### config.mk
export PLATFORM = sky130hd
export DESIGN_NAME = keystroke_injector
export DESIGN_NICKNAME = d
export VERILOG_FILES = /design/src/rtl/usb_pkg.sv /design/src/rtl/key_fifo.sv /design/src/rtl/keystroke_injector.sv
export SDC_FILE = /design/constraint.sdc
export NUM_CORES = 1
export LEC_CHECK = 0
export ABC_CLOCK_PERIOD_IN_PS = 7470
export BUFFER_PORTS_ARGS = -buffer_cell sky130_fd_sc_hd__buf_2
export CAP_MARGIN = 20
export CORE_MARGIN = 2
export CORE_UTILIZATION = 61
export DETAILED_ROUTE_END_ITERATION = 8
export PLACE_DENSITY = 0.86
export REMOVE_ABC_BUFFERS = 1
export SLEW_MARGIN = 40
export SYNTH_ARGS = -nofsm -noshare
export SYNTH_HDL_FRONTEND = slang
export SYNTH_SLANG_ARGS = --single-unit
### constraint.sdc
create_clock -name clk -period 7.47 [get_ports clk]
set_input_delay 0.747 -clock clk [delete_from_list [all_inputs] [get_ports clk]]
set_output_delay 0.747 -clock clk [all_outputs]
set_load 0.01 [all_outputs]
### src/rtl/usb_pkg.sv
// Shared USB proxy definitions: PID bytes, decoder done state, injector FSM
// states and HID boot-keyboard report layout.
package usb_pkg;

  localparam logic [7:0] PID_IN    = 8'h69;
  localparam logic [7:0] PID_OUT   = 8'hE1;
  localparam logic [7:0] PID_DATA0 = 8'hC3;
  localparam logic [7:0] PID_DATA1 = 8'h4B;
  localparam logic [7:0] PID_NAK   = 8'h5A;

  localparam int USB_DONE_STATE = 4;

  localparam int RPT_MOD_LSB = 0;
  localparam int RPT_KEY_LSB = 16;

  typedef enum logic [2:0] {
    ST_IDLE,
    ST_ARM_PRESS,
    ST_WIN_PRESS,
    ST_ARM_REL,
    ST_WIN_REL,
    ST_GAP
  } inj_state_e;

  // key[15:8] is the modifier byte, key[7:0] the keycode
  function automatic logic [63:0] press_report(input logic [15:0] key);
    logic [63:0] r;
    r = '0;
    r[RPT_MOD_LSB +: 8] = key[15:8];
    r[RPT_KEY_LSB +: 8] = key[7:0];
    return r;
  endfunction

  function automatic logic is_data_pid(input logic [7:0] p);
    return (p == PID_DATA0) || (p == PID_DATA1);
  endfunction

endpackage

### src/rtl/key_fifo.sv
// Synchronous keystroke FIFO; the head entry is presented through a
// registered read port.
module key_fifo #(
  parameter int DEPTH = 8,
  parameter int W     = 16
) (
  input  logic                     clk,
  input  logic                     rst,
  input  logic                     push_i,
  input  logic [W-1:0]             push_data_i,
  input  logic                     pop_i,
  output logic [W-1:0]             head_o,
  output logic [$clog2(DEPTH):0]   count_o,
  output logic                     full_o,
  output logic                     empty_o
);

  localparam int AW = $clog2(DEPTH);
  localparam int CW = AW + 1;

  logic [W-1:0]  mem [DEPTH];
  logic [AW-1:0] wr_ptr_q, rd_ptr_q;
  logic [CW-1:0] count_q;
  logic [W-1:0]  head_q;

  always_ff @(posedge clk) begin
    if (push_i) mem[wr_ptr_q] <= push_data_i;
  end

  // Head lags a pointer change by one cycle; the injector never consumes it
  // within two cycles of a push-to-empty or a pop.
  always_ff @(posedge clk) begin
    if (rst) begin
      wr_ptr_q <= '0;
      rd_ptr_q <= '0;
      count_q  <= '0;
      head_q   <= '0;
    end else begin
      head_q <= mem[rd_ptr_q];
      if (push_i) wr_ptr_q <= wr_ptr_q + AW'(1);
      if (pop_i)  rd_ptr_q <= rd_ptr_q + AW'(1);
      case ({push_i, pop_i})
        2'b10:   count_q <= count_q + CW'(1);
        2'b01:   count_q <= count_q - CW'(1);
        default: count_q <= count_q;
      endcase
    end
  end

  assign head_o  = head_q;
  assign count_o = count_q;
  assign full_o  = (count_q == CW'(DEPTH));
  assign empty_o = (count_q == '0);

endmodule

### src/rtl/keystroke_injector.sv
// Replaces IN-transaction DATA payloads with queued keyboard press/release
// reports, one poll at a time, while the keyboard is owned.
module keystroke_injector import usb_pkg::*; #(
  parameter int DEPTH      = 8,
  parameter int GAP_POLLS  = 1,
  parameter int DONE_STATE = USB_DONE_STATE
) (
  input  logic                     clk,
  input  logic                     rst,
  input  logic [2:0]               usb_state,
  input  logic [7:0]               pid,
  input  logic                     enable,
  input  logic                     push_valid,
  input  logic [15:0]              push_data,
  output logic                     push_ready,
  output logic                     sub_active,
  output logic [63:0]              sub_data,
  output logic [$clog2(DEPTH):0]   fifo_count,
  output logic                     busy,
  output logic                     overflow
);

  localparam int GW = (GAP_POLLS > 0) ? $clog2(GAP_POLLS + 1) : 1;
  localparam logic [GW-1:0] GAP_INIT = GW'(GAP_POLLS);

  inj_state_e    state_q, state_d;
  logic          sub_active_q, sub_active_d;
  logic [63:0]   sub_data_q, sub_data_d;
  logic [GW-1:0] gap_q, gap_d;
  logic          overflow_q, overflow_d;

  logic        pkt_done, is_in, is_data;
  logic        fifo_full, fifo_empty, pop;
  logic [15:0] head;

  assign pkt_done = (usb_state == 3'(DONE_STATE));
  assign is_in    = (pid == PID_IN);
  assign is_data  = is_data_pid(pid);

  key_fifo #(.DEPTH(DEPTH), .W(16)) u_fifo (
    .clk         (clk),
    .rst         (rst),
    .push_i      (push_valid && !fifo_full),
    .push_data_i (push_data),
    .pop_i       (pop),
    .head_o      (head),
    .count_o     (fifo_count),
    .full_o      (fifo_full),
    .empty_o     (fifo_empty)
  );

  always_comb begin
    state_d      = state_q;
    sub_active_d = sub_active_q;
    sub_data_d   = sub_data_q;
    gap_d        = gap_q;
    pop          = 1'b0;
    overflow_d   = overflow_q | (push_valid & fifo_full);
    case (state_q)
      ST_IDLE: begin
        if (enable && !fifo_empty) state_d = ST_ARM_PRESS;
      end
      ST_ARM_PRESS: begin
        if (!enable) begin
          state_d = ST_IDLE;
        end else if (pkt_done && is_in) begin
          state_d      = ST_WIN_PRESS;
          sub_active_d = 1'b1;
          sub_data_d   = press_report(head);
        end
      end
      ST_WIN_PRESS: begin
        if (pkt_done) begin
          sub_active_d = 1'b0;
          if (is_data) begin
            pop     = 1'b1;
            state_d = ST_ARM_REL;
          end else begin
            state_d = ST_ARM_PRESS;
          end
        end
      end
      // Release path ignores enable so a key is never left held down.
      ST_ARM_REL: begin
        if (pkt_done && is_in) begin
          state_d      = ST_WIN_REL;
          sub_active_d = 1'b1;
          sub_data_d   = '0;
        end
      end
      ST_WIN_REL: begin
        if (pkt_done) begin
          sub_active_d = 1'b0;
          if (is_data) begin
            state_d = ST_GAP;
            gap_d   = GAP_INIT;
          end else begin
            state_d = ST_ARM_REL;
          end
        end
      end
      ST_GAP: begin
        if (gap_q == '0) begin
          state_d = (enable && !fifo_empty) ? ST_ARM_PRESS : ST_IDLE;
        end else if (pkt_done && is_in) begin
          gap_d = gap_q - GW'(1);
        end
      end
      default: state_d = ST_IDLE;
    endcase
  end

  always_ff @(posedge clk) begin
    if (rst) begin
      state_q      <= ST_IDLE;
      sub_active_q <= 1'b0;
      sub_data_q   <= '0;
      gap_q        <= '0;
      overflow_q   <= 1'b0;
    end else begin
      state_q      <= state_d;
      sub_active_q <= sub_active_d;
      sub_data_q   <= sub_data_d;
      gap_q        <= gap_d;
      overflow_q   <= overflow_d;
    end
  end

  assign push_ready = !fifo_full;
  assign sub_active = sub_active_q;
  assign sub_data   = sub_data_q;
  assign busy       = (state_q != ST_IDLE);
  assign overflow   = overflow_q;

endmodule

==> run summary <==
CP max stage delay = 0.36 ns
status = finished, final reports clean
Mapped Area = 0.007144 sq mm
Routed Antenna Nets = 0
hold_ws = 0.4678 ns
Max Clock Freq = 369.1 MHz
area delta synth->final = 12.22%
CTS Buf Count = 17
CP Cell Sequence = buf_2 -> and4bb_2 -> nand3_1 -> nor2_2 -> ha_1 -> ha_1 -> a21o_1 -> a21oi_1 -> xnor2_1 -> or3_1 -> a21oi_1
Hold Fails Final Rpt = 0
Data arrival, critical path = 3.06 ns
die area = 0.01259 sq mm
H-Tree Depth = 4
critical path endpoint category = register
post-DP HPWL = 7857 microns
pwr dens = 257.9 mW/mm^2
Avg WL per Cell = 20.15 microns
setup TNS = 0 ns
Crit-path slowest cell = and4bb_2
CORE AREA = 0.01142 sq mm
worst endpoint required time = 7.82 ns
Port Buffer Count = 54
most frequent cells after synthesis = 128 x edfxtp_1, 53 x buf_4, 48 x dfxtp_1
Final GP Congestion = 0.7795
Ports = 103
filler cell count = 673
Worst Tran Pin Value = 0.6747 ns
synth warn = 0
Yosys top cell by area = edfxtp_1
initial DRC count = 266
FF+latch area = 0.004811 sq mm
number of global-route vias before repair = 3807
Vias = 3838
Via density = 5.798
drt total wl = 13340 microns
Clock Pin Slew Worst Setup and Hold Paths = 0.06 ns
gr usage total = 22.36%
Final setup viols = 0
sequential area share after synthesis = 67.25%
Post-CTS Setup Bufs = 0
initial antenna violation count = 0
Layout Skew = 0.009868 ns
nets = 544
Antenna Cells = 0
GR Overflow Total = 0
worst vdd ir = 0.1902 mV
Root Buffer = clkbuf_16
DR DRC count = 0
most common cell in the netlist = edfxtp_1
number of synthesized flops with an enable pin = 128
initial core utilization = 62.57%
Max-cap violations = 0
Clock Sinks = 176
largest net degree at the start of global routing = 49
largest cells by area after synthesis = edfxtp_1 54%, dfxtp_1 13%, mux4_2 10%
post-cts sizing count = 0
layout cells sized above 1 = 29.67%
clk_lat worst skew = 0.43 ns
unrepaired setup endpoints after global routing = no
Hold Path Class = register to register
cells after synthesis = 446
worst-path maximum fanout = 5
Synth Flop Type = edfxtp_1
Synth Register Bits = 176
synth unique cells = 50
CTS Hold Bufs = 0
Synth top area share = 53.80%
max-slew violations = 0
crit start category = primary input
CTS tree = yes
slew margin rel. = 55.02%
static leakage = 2.815 nW
Die Wd = 112.2 microns
CP Class = primary input to register
Tcrit/Tclk final = 36.27%
Tmin final = 2.709 ns
multi-input logic area = 0.002090 sq mm
row count = 39
first-pass GRT wire length = 20920 microns
worst-case clock buffer depth = 2
ys async rst share = 0%
syn avg cell area = 16.02 sq um
DRT Pass-1 Iters = 5
die height = 112.2 microns
where the power goes:
| part | internal (W) | leakage [nW] | switching (W) |
|---|---|---|---|
| Sequential | 0.00108 | 1.56 | 0.0000311 |
| Clock | 0.000430 | 0.256 | 0.000376 |
| Combinational | 0.0000633 | 1.00 | 0.0000886 |
final cells by class:
class | count | share of cell area, %
inverter | 7 | 0.3277
tap | 143 | 2.232
timing repair buffer | 64 | 4.713
sequential | 176 | 60.00
clock inverter | 13 | 1.311
multi-input combinational | 241 | 26.06
clock buffer | 18 | 5.353
worst max-delay path: cells and delay by family:
family | cells | cell delay, ns
buffers and inverters | 1 | 0.09
XOR/XNOR | 1 | 0.09
AO/OA/AOI/OAI | 3 | 0.50
adder cells (fa/ha/maj) | 2 | 0.49
AND/OR/NAND/NOR | 4 | 1.12
final timing paths:
path,startpoint,to,slack [ns],depth (start not counted)
hold reg to reg,u_fifo.head_o[9],sub_data[1],0.47,2
setup / recovery,pid[4],u_fifo.count_o[3],4.76,11
hold / removal,u_fifo.head_o[9],sub_data[1],0.47,2
setup reg to reg,state_q[1],u_fifo.count_o[3],4.83,10
cells in the final DEF, fill, tap and decap left out, types with 6 or more instances in the layout:
cell	netlist	routed
a21oi_1	12	12
dfxtp_1	48	45
nand2_1	13	13
edfxtp_1	128	128
buf_2	7	53
a22oi_1	16	16
nor2_1	45	44
inv_1	6	6
mux2i_1	17	17
conb_1	1	48
mux4_2	32	32
clkbuf_16	0	17
stage by stage:
stage          util (%)  cell area (sq um)  total power, W  worst slack, ns  std cells
6_report          70.22               8018        0.002068            4.761        662
5_1_grt           70.22               8018        0.002137            4.606        662
4_1_cts           70.20               8015        0.002077            4.782        662
3_5_place_dp      65.52               7481        0.001281            4.383        631
3_3_place_gp      64.72               7390        0.001270            4.475        624
2_1_floorplan         -               6844        0.001224            4.174        424
layer usage:
metal | global-route usage, % | wire length, microns | vias to the layer above
met3 | 6.479 | 874 | 19
met5 | 0 | 0 | -
met1 | 26.58 | 5058 | 1923
met2 | 38.92 | 7163 | 184
met4 | 8.455 | 242 | 0
li1 | - | - | 1712
logic make-up (layout without fill, tap and decap cells):
family	Yosys count	count (layout)	synth area share (%)
buffers and inverters	76	102	7.040
AOI/OAI and AO/OA	42	42	4.431
and+or+nand+nor	88	88	6.620
xor gates and xnor gates	8	8	0.9808
muxes	49	49	12.47
DFF	176	176	67.25
other	1	48	0.05249
adders and majority gates	6	6	1.156
flip-flops by register name, summed over array words and instances (netlist names):
signal and cells:
gap_q 1, u_fifo.wr_ptr_q 3, u_fifo.head_o 16, u_fifo.mem 128
state_q 3, u_fifo.count_o 4, sub_active 1, u_fifo.rd_ptr_q 3
overflow 1, sub_data 16
(Power assumes the default switching activity.)
